**config.mk**
```make
export PLATFORM = sky130hd
export DESIGN_NAME = m_lat_rf
export DESIGN_NICKNAME = d
export VERILOG_FILES = /design/src/rtl/m_lat_rf.sv
export SDC_FILE = /design/constraint.sdc
export NUM_CORES = 1
export LEC_CHECK = 0
export BUFFER_PORTS_ARGS = -buffer_cell sky130_fd_sc_hd__buf_2
export CELL_PAD_IN_SITES_DETAIL_PLACEMENT = 1
export CELL_PAD_IN_SITES_GLOBAL_PLACEMENT = 2
export CORE_MARGIN = 4
export CORE_UTILIZATION = 39
export CTS_CLUSTER_DIAMETER = 200
export CTS_CLUSTER_SIZE = 28
export DETAILED_ROUTE_END_ITERATION = 7
export PLACE_DENSITY = 0.87
export SLEW_MARGIN = 20
export SYNTH_ARGS = -nofsm -noshare
export SYNTH_HDL_FRONTEND = slang
export SYNTH_SLANG_ARGS = --single-unit
```
**constraint.sdc**
```tcl
create_clock -name clk -period 2 [get_ports clk]
set_input_delay 0.1 -clock clk [delete_from_list [all_inputs] [get_ports clk]]
set_output_delay 0.1 -clock clk [all_outputs]
set_load 0.01 [all_outputs]
```
**src/rtl/m_lat_rf.sv**
```systemverilog
`default_nettype none
// ============================================================================
// Module   : m_lat_rf
// Purpose  : Latch-based register file: flop write staging, per-word gated
//            latch words, registered read port, post-reset zero sweep.
//            Optional macro M_LAT_RF_BYPASS_EN forwards same-edge write data.
// Revision : 1.0 - initial release
// ============================================================================
module m_lat_rf #(
    parameter int WIDTH = 32,
    parameter int DEPTH = 16,
    parameter int AW    = $clog2(DEPTH)
) (
    input  logic             clk,
    input  logic             rst_n,
    output logic             ready,
    input  logic             wr_en,
    input  logic [AW-1:0]    wr_addr,
    input  logic [WIDTH-1:0] wr_data,
    input  logic             rd_en,
    input  logic [AW-1:0]    rd_addr,
    output logic [WIDTH-1:0] rd_data,
    output logic             rd_valid
);

    localparam logic [AW:0] c_depth = (AW+1)'(DEPTH);

    typedef enum logic [0:0] {
        ST_INIT = 1'b0,
        ST_DONE = 1'b1
    } state_t;

    state_t           state_q, state_d;
    logic [AW-1:0]    ic_q, ic_d;
    logic             wv_q, wv_d;
    logic [AW-1:0]    wa_q, wa_d;
    logic [WIDTH-1:0] wd_q, wd_d;
    logic             ready_q, ready_d;
    logic             rd_valid_q, rd_valid_d;
    logic [WIDTH-1:0] rd_data_q, rd_data_d;

    logic [WIDTH-1:0] w_rd_words [DEPTH];
    logic             w_wr_in_range;
    logic             w_rd_in_range;
    logic             w_wr_ok;
    logic             w_rd_ok;
    logic             w_last_ic;

    assign w_wr_in_range = ({1'b0, wr_addr} < c_depth);
    assign w_rd_in_range = ({1'b0, rd_addr} < c_depth);
    assign w_wr_ok       = wr_en & ready_q & w_wr_in_range;
    assign w_rd_ok       = rd_en & ready_q;
    assign w_last_ic     = ({1'b0, ic_q} == (c_depth - 1'b1));

    // Storage words. The enable is captured while clk is high so the low-phase
    // gate can only open cleanly; rst_n closes every gate immediately.
    for (genvar i = 0; i < DEPTH; i++) begin : g_word
        logic             en_l;
        logic             gate;
        logic [WIDTH-1:0] word_l;

        always_latch begin
            if (clk) en_l <= wv_q && (wa_q == AW'(i));
        end

        assign gate = en_l & ~clk & rst_n;

        always_latch begin
            if (gate) word_l <= wd_q;
        end

        assign w_rd_words[i] = word_l;
    end

    always_comb begin
        state_d    = state_q;
        ic_d       = ic_q;
        wv_d       = 1'b0;
        wa_d       = wa_q;
        wd_d       = wd_q;
        ready_d    = (state_q == ST_DONE);
        rd_valid_d = 1'b0;
        rd_data_d  = rd_data_q;

        case (state_q)
            ST_INIT: begin
                // Zero-sweep reuses the write staging path, one word per cycle.
                wv_d = 1'b1;
                wa_d = ic_q;
                wd_d = '0;
                if (w_last_ic) state_d = ST_DONE;
                else           ic_d    = ic_q + 1'b1;
            end
            ST_DONE: begin
                if (w_wr_ok) begin
                    wv_d = 1'b1;
                    wa_d = wr_addr;
                    wd_d = wr_data;
                end
            end
            default: state_d = ST_INIT;
        endcase

        if (w_rd_ok) begin
            rd_valid_d = 1'b1;
            rd_data_d  = w_rd_in_range ? w_rd_words[rd_addr] : '0;
`ifdef M_LAT_RF_BYPASS_EN
            if (w_wr_ok && w_rd_in_range && (wr_addr == rd_addr)) rd_data_d = wr_data;
`endif
        end
    end

    always_ff @(posedge clk or negedge rst_n) begin
        if (!rst_n) begin
            state_q    <= ST_INIT;
            ic_q       <= '0;
            wv_q       <= 1'b0;
            wa_q       <= '0;
            wd_q       <= '0;
            ready_q    <= 1'b0;
            rd_valid_q <= 1'b0;
            rd_data_q  <= '0;
        end else begin
            state_q    <= state_d;
            ic_q       <= ic_d;
            wv_q       <= wv_d;
            wa_q       <= wa_d;
            wd_q       <= wd_d;
            ready_q    <= ready_d;
            rd_valid_q <= rd_valid_d;
            rd_data_q  <= rd_data_d;
        end
    end

    assign ready    = ready_q;
    assign rd_valid = rd_valid_q;
    assign rd_data  = rd_data_q;

endmodule
`default_nettype wire

```
==> results of run 1 <==
==> state kept, by name (all words and copies together) (netlist names) <==
name and flops:
g_word.word_l 512, ready 1, wa_q 4, wv_q 1, wd_q 32, g_word.en_l 16, rd_valid 1, ready_d 1
rd_data 32, ic_q 4
==> through the flow <==
| step | cell area [sq um] | setup TNS [ns] | util (%) | total power, W | setup WS [ns] |
|---|---|---|---|---|---|
| after global placement | 16310 | -2.306 | 42.10 | 0.003850 | -0.1360 |
| final | 20630 | -22.43 | 53.27 | 0.007658 | -0.7123 |
| after global routing | 20630 | -25.44 | 53.27 | 0.007877 | -0.7587 |
| after detailed placement | 16310 | -2.800 | 42.10 | 0.003896 | -0.1462 |
| after CTS | 20390 | -17.31 | 52.63 | 0.007477 | -0.5864 |
| after floorplan | 15340 | -1.155 | - | 0.003364 | -0.1218 |
==> per-layer routing <==
layer  track usage, %  part of all wire, %  vias to the layer above
met5           0.5952                0.022                        -
met4            22.39                  7.3                        2
met3            9.054                  7.9                      345
met2            50.38                   49                      769
met1            33.06                   36                     6651
li1                 -                    -                     5409
==> critical path: cells and delay by family, from the launching register on <==
family / cells / cell delay, ns
latches: 1 / 0.30
mux: 1 / 0.39
simple gates: 3 / 0.39
==> cell families (layout without fill, tap and decap cells) <==
logic type      Yosys count  after routing  share of synthesized area (%)
xor+xnor                  2              2                         0.1143
simple gates            330            330                          9.589
compound gates          146            146                          6.039
latches                 528            528                          51.72
other cells               0              1                              0
flops                    76             76                          12.40
fa+ha+maj                 1              1                        0.08159
mux                     257            257                          16.79
buf+inv                  81            379                          3.281
==> repair_timing <==
item	in CTS	in global routing
endpoints found under the setup margin	56	62
resized for setup	14	49
buffers inserted	1	4
pin swaps	102	41
hold buffers	121	0
hold endpoints to repair	146	0
cloned	0	0
==> area by class of cell <==
type	count	area [sq um]
fillers	4024	18100
flip-flops and latches	604	9832
multi-input cells	736	5288
clock buffers	120	2556
repair buffers	229	2077
well taps	518	648.1
clock inverters	27	220.2
inverters	3	11.26
diodes	1	2.502
==> power by group through the flow <==
stage,Clock (W),Sequential (W),Combinational [W]
6_report,0.00343,0.00268,0.00155
5_1_grt,0.00352,0.00272,0.00164
4_1_cts,0.00340,0.00265,0.00143
3_5_place_dp,0.0000629,0.00266,0.00117
3_3_place_gp,0.0000629,0.00263,0.00116
2_1_floorplan,0.0000693,0.00258,0.000713
==> layout by cell type (no fill, tap or decap), types with 2 or more instances in the layout <==
| cell type | instances |
|---|---|
| dlxtp_1 | 528 |
| mux2i_1 | 243 |
| nand2_1 | 181 |
| dlygate4sd3_1 | 119 |
| clkbuf_16 | 99 |
| buf_2 | 75 |
| dfrtp_1 | 74 |
| a21oi_1 | 64 |
| nand3_1 | 62 |
| a22oi_1 | 60 |
| nand4_1 | 22 |
| clkbuf_1 | 21 |
| buf_12 | 18 |
| and2_1 | 16 |
| clkinv_1 | 16 |
| a22oi_2 | 15 |
| nand3_2 | 14 |
| mux2i_2 | 13 |
| buf_4 | 12 |
| nor2_1 | 11 |
| a31oi_1 | 6 |
| nor2_2 | 4 |
| buf_6 | 4 |
| nor2_4 | 3 |
| clkinv_8 | 3 |
| nand3b_1 | 2 |
| nor3_2 | 2 |
| nor2b_1 | 2 |
| inv_1 | 2 |
| nand2b_4 | 2 |
| nor3_1 | 2 |
| and2_2 | 2 |
| nor2b_4 | 2 |
| inv_6 | 2 |
| bufinv_16 | 2 |
| clkinv_2 | 2 |
| dfrtp_2 | 2 |
==> how the worst min path moves through the flow <==
stage / cells after the start / end / slack [ns] / from
CTS: 5 / wv_q / 0.09 / wr_en
finish: 5 / wv_q / 0.14 / wr_en
global placement: 1 / rd_data[25] / -0.06 / rst_n
detailed placement: 1 / rd_data[25] / -0.06 / rst_n
floorplan: 0 / ic_q[0] / -0.20 / rst_n
global route: 5 / wv_q / 0.18 / wr_en
==> cell usage after synthesis, drive strengths merged <==
| cell | n | area [sq um] |
|---|---|---|
| or3b | 1 | 8.760 |
| xor2 | 1 | 8.760 |
| xnor2 | 1 | 8.760 |
| clkinv | 1 | 3.750 |
| nand3 | 77 | 385.4 |
| dlxtp | 528 | 7930 |
| ha | 1 | 12.51 |
| mux2 | 1 | 11.26 |
| nand4 | 22 | 137.6 |
| mux2i | 256 | 2562 |
| a31oi | 6 | 37.54 |
| buf | 51 | 386.6 |
| nor2b | 4 | 25.02 |
| clkbuf | 27 | 105.1 |
| and2 | 18 | 112.6 |
| a22oi | 75 | 563.0 |
| dfrtp | 76 | 1902 |
| nand2 | 182 | 683.2 |
| nor2 | 18 | 70.07 |
| inv | 2 | 7.510 |
| nor3 | 4 | 20.02 |
| a21oi | 65 | 325.3 |
| nand3b | 2 | 15.01 |
| nand2b | 2 | 12.51 |
==> flow_metrics.py, run 1 <==
metrics = {
    "yosys": {
        "syn_area_per_cell_sq_um": 10.79,
        "syn_nets": 1466,
        "post_synth_instance_area_sq_mm": 0.01533,
        "synth_cells": 1421,
        "ys_warn_count": 0,
        "synth.ff_latch_count": 604,
        "synth_cell_types": 30,
    },
    "global_route": {
        "antenna_found_initial": 2,
        "grt_pass1_vias": 14255,
        "overflow": 0,
        "grt_usage_pct": 30.45,
        "grt_max_degree": 65,
        "grt_pass1_wl_um": 94710,
    },
    "floorplan": {
        "initial_core_util_pct": 39.58,
        "die_w_um": 206.3,
        "dieArea_sq_mm": 0.04255,
        "io_pins": 78,
        "rows": 72,
        "die_y_um": 206.3,
        "coreArea_sq_mm": 0.03874,
    },
    "drt": {
        "via_per_inst": 5.887,
        "drc_errors": 0,
        "drtPass1Iterations": 5,
        "drt-total-wl_um": 66970,
        "routedWlPerCell_um": 29.93,
        "vias": 13176,
        "final_antenna_net_count": 0,
        "drt_iter0_markers": 1588,
    },
    "timing": {
        "whs_ns": 0.1421,
        "final.setup_skew_ns": 0.5776,
        "rsz0062_at_grt": "yes",
        "slew_violations": 0,
        "relSlewSlack_pct": 52.91,
        "setup_viol": 56,
        "final.setup.worst_slack_ns": -0.7123,
        "finalHoldViolCount": 0,
        "worst_pin_slew_ns": 0.7064,
    },
    "worst_setup_path": {
        "max_stage_delay_ns": 0.39,
        "start_kind": "latch",
        "crit_required_ns": 2.94,
        "r2r_start": "g_word[12].word_l[30]",
        "critPathMaxFanout": 1,
        "crit_type": "latch2reg",
        "r2r_slack_ns": -0.71,
        "worstSetupEndpoint": "rd_data[30]",
        "r2r-end": "rd_data[30]",
        "path_cells": "mux2i_2, nand2_1, nand3_1, nand3_2",
        "startpoint": "g_word[12].word_l[30]",
        "crit_slowest_cell": "mux2i_2",
        "arrival_ns": 3.65,
        "end_kind": "flip-flop",
        "ff2ff_path_depth": 4,
    },
    "power_and_ir_drop": {
        "p_sw_share_pct": 37.31,
        "p_sw_w": 0.002858,
        "p_clk_share_pct": 44.7,
        "seqPwrFrac_pct": 35.0,
        "p_per_area_mw_per_mm2": 371.1,
        "p_int_w": 0.004801,
        "p_comb_share_pct": 20.3,
        "max-vdd-ir-drop_mv": 0.5562,
        "p_leak_nw": 9.633,
    },
    "cts": {
        "clk_latency_ns": 1.59,
        "cts_tree": "done",
        "clk_transition_reported_paths_ns": 0.12,
    },
    "placed_design": {
        "gp_congestion": 0.7429,
        "placed_cells": 1964,
        "hpwl_um": 23110,
        "io_buffer_count": 77,
    },
    "layout": {
        "layout-drive-gt1-share_pct": 16.58,
        "fin_cells": 2238,
        "finish.net_count": 1718,
        "area_growth_pct": 34.58,
    },
    "status": {
        "violations": "negative setup slack",
        "status": "complete, but fails checks",
    },
    "run": {
        "maxCapViolCount": 0,
    },
    "hold_path": {
        "hold_path.class": "in2reg",
    },
}
(Power assumes the default switching activity.)
==> run 2: changes to the inputs <==
--- a/config.mk
+++ b/config.mk
@@ -9,12 +9,12 @@
 export CELL_PAD_IN_SITES_DETAIL_PLACEMENT = 1
 export CELL_PAD_IN_SITES_GLOBAL_PLACEMENT = 2
 export CORE_MARGIN = 4
-export CORE_UTILIZATION = 39
+export CORE_UTILIZATION = 41
+export CTS_BUF_LIST = sky130_fd_sc_hd__clkbuf_4 sky130_fd_sc_hd__clkbuf_8
 export CTS_CLUSTER_DIAMETER = 200
 export CTS_CLUSTER_SIZE = 28
 export DETAILED_ROUTE_END_ITERATION = 7
-export PLACE_DENSITY = 0.87
-export SLEW_MARGIN = 20
+export PLACE_DENSITY = 0.9
 export SYNTH_ARGS = -nofsm -noshare
 export SYNTH_HDL_FRONTEND = slang
 export SYNTH_SLANG_ARGS = --single-unit
==> flow_metrics.py, run 2 (synthesis results as in run 1) <==
metrics = {
    "floorplan": {
        "die_y_um": 201.4,
        "io_pins": 78,
        "initial_core_util_pct": 41.68,
        "dieArea_sq_mm": 0.04055,
        "die_w_um": 201.4,
        "coreArea_sq_mm": 0.03679,
        "rows": 70,
    },
    "status": {
        "status": "complete, but fails checks",
        "violations": "negative setup slack",
    },
    "worst_setup_path": {
        "crit_required_ns": 1.65,
        "critPathMaxFanout": 1,
        "r2r-end": "rd_data[27]",
        "end_kind": "clock gate",
        "r2r_slack_ns": -0.38,
        "r2r_start": "g_word[9].word_l[27]",
        "arrival_ns": 2.39,
        "crit_slowest_cell": "dlxtp_1",
        "path_delay_family": "latches",
        "path_cells": "dlxtp_1",
        "ff2ff_path_depth": 4,
        "max_stage_delay_ns": 0.51,
        "crit_type": "latch2gate",
        "crit_buf_inv": 0,
        "startpoint": "g_word[5].en_l",
        "start_kind": "latch",
    },
    "drt": {
        "vias": 12934,
        "drt_iter0_markers": 1939,
        "drc_errors": 0,
        "final_antenna_net_count": 0,
        "drtPass1Iterations": 5,
        "drt-total-wl_um": 64070,
        "routedWlPerCell_um": 29.26,
        "via_per_inst": 5.906,
    },
    "timing": {
        "final.setup_skew_ns": 0.3142,
        "setup_viol": 67,
        "fin_setup_tns_ns": -18.71,
        "slew_violations": 0,
        "rsz0062_at_grt": "yes",
        "worst_pin_slew_ns": 0.6945,
        "final.setup.worst_slack_ns": -0.7335,
        "finalHoldViolCount": 0,
        "relSlewSlack_pct": 53.70,
    },
    "placed_design": {
        "io_buffer_count": 77,
        "gp_congestion": 0.7588,
        "hpwl_um": 23490,
    },
    "layout": {
        "fill_cells": 3917,
        "layout_common_cells": "528 x dlxtp_1, 245 x mux2i_1, 182 x nand2_1",
        "finish.net_count": 1713,
        "layout_commonest_cell": "dlxtp_1",
        "largest_reg_flops": 512,
        "layout-drive-gt1-share_pct": 16.53,
        "area_growth_pct": 27.25,
        "max_flop_register": "g_word.word_l",
    },
    "run": {
        "maxCapViolCount": 0,
    },
    "global_route": {
        "overflow": 0,
        "grt_usage_pct": 29.57,
        "grt_max_degree": 65,
        "grt_pass1_vias": 14035,
        "grt_pass1_wl_um": 89990,
        "antenna_found_initial": 3,
    },
    "cts": {
        "clk_latency_ns": 1.34,
        "clk_transition_reported_paths_ns": 0.15,
        "cts_tree": "done",
    },
    "hold_path": {
        "hold_path.class": "in2async",
    },
    "power_and_ir_drop": {
        "p_leak_nw": 9.262,
        "power_w": 0.006622,
        "p_per_area_mw_per_mm2": 339.4,
        "max-vdd-ir-drop_mv": 0.3007,
    },
}
-- run 2: cell types whose count changed in the layout (fill, tap and decap cells not counted), moves of 6 or more --
cell	before	now
clkbuf_1	21	0
nand3_1	62	72
clkinv_2	2	11
clkbuf_8	0	99
clkbuf_16	99	0
bufinv_16	2	8
nand3_2	14	4
-- run 2: area by class of cell --
cell class | count | area (sq um) | share of cell area, %
flip-flops and latches | 604 | 9832 | 50.39
multi-input cells | 736 | 5204 | 26.67
repair buffers | 224 | 1997 | 10.24
clock buffers | 104 | 1400 | 7.176
well taps | 468 | 585.6 | 3.001
clock inverters | 47 | 470.5 | 2.411
inverters | 3 | 11.26 | 0.05772
diodes | 4 | 10.01 | 0.05130
-- run 2: what timing repair did --
action,in CTS,in global routing
setup endpoints to repair,64,71
buffers inserted,1,3
hold buffers,117,0
resized for setup,12,32
endpoints found under the hold margin,146,0
pin swaps,109,41
-- run 2: how the worst max path moves through the flow --
stage / to / slack, ns / depth (start not counted)
after global routing: clock gate / -0.72 / 1
after detailed placement: g_word[0].en_l / -0.16 / 2
after CTS: clock gate / -0.66 / 1
after global placement: g_word[0].en_l / -0.14 / 2
after floorplan: clock gate / -0.12 / 0
final: clock gate / -0.73 / 1
-- run 2: per-layer routing --
metal	vias up	global-route usage [%]	share of wire (%)
li1	5383	-	-
met1	6465	33.73	37
met2	790	47.85	48
met3	296	9.138	8.8
met4	0	19.41	6.7
met5	-	2.500	0
-- run 2: per-stage QoR --
stage | hold slack [ns] | worst slack [ns] | std cells | utilization (%) | cell area, sq um
4_1_cts | 0.06849 | -0.6621 | 2183 | 52.56 | 19330
5_1_grt | 0.1093 | -0.7181 | 2186 | 53.01 | 19500
3_3_place_gp | -0.07626 | -0.1368 | 1914 | 44.13 | 16230
3_5_place_dp | -0.07609 | -0.1602 | 1914 | 44.13 | 16230
6_report | 0.1014 | -0.7335 | 2190 | 53.04 | 19510
2_1_floorplan | -0.1956 | -0.1218 | 1421 | - | 15340
-- run 2: report_power, final --
group	switching (W)	leakage (nW)	internal [W]	total, W
registers	0.000363	5.02	0.00230	0.00267
logic	0.000873	3.32	0.000655	0.00153
clock network	0.00142	0.922	0.00100	0.00243
total	0.00266	9.26	0.00396	0.00662
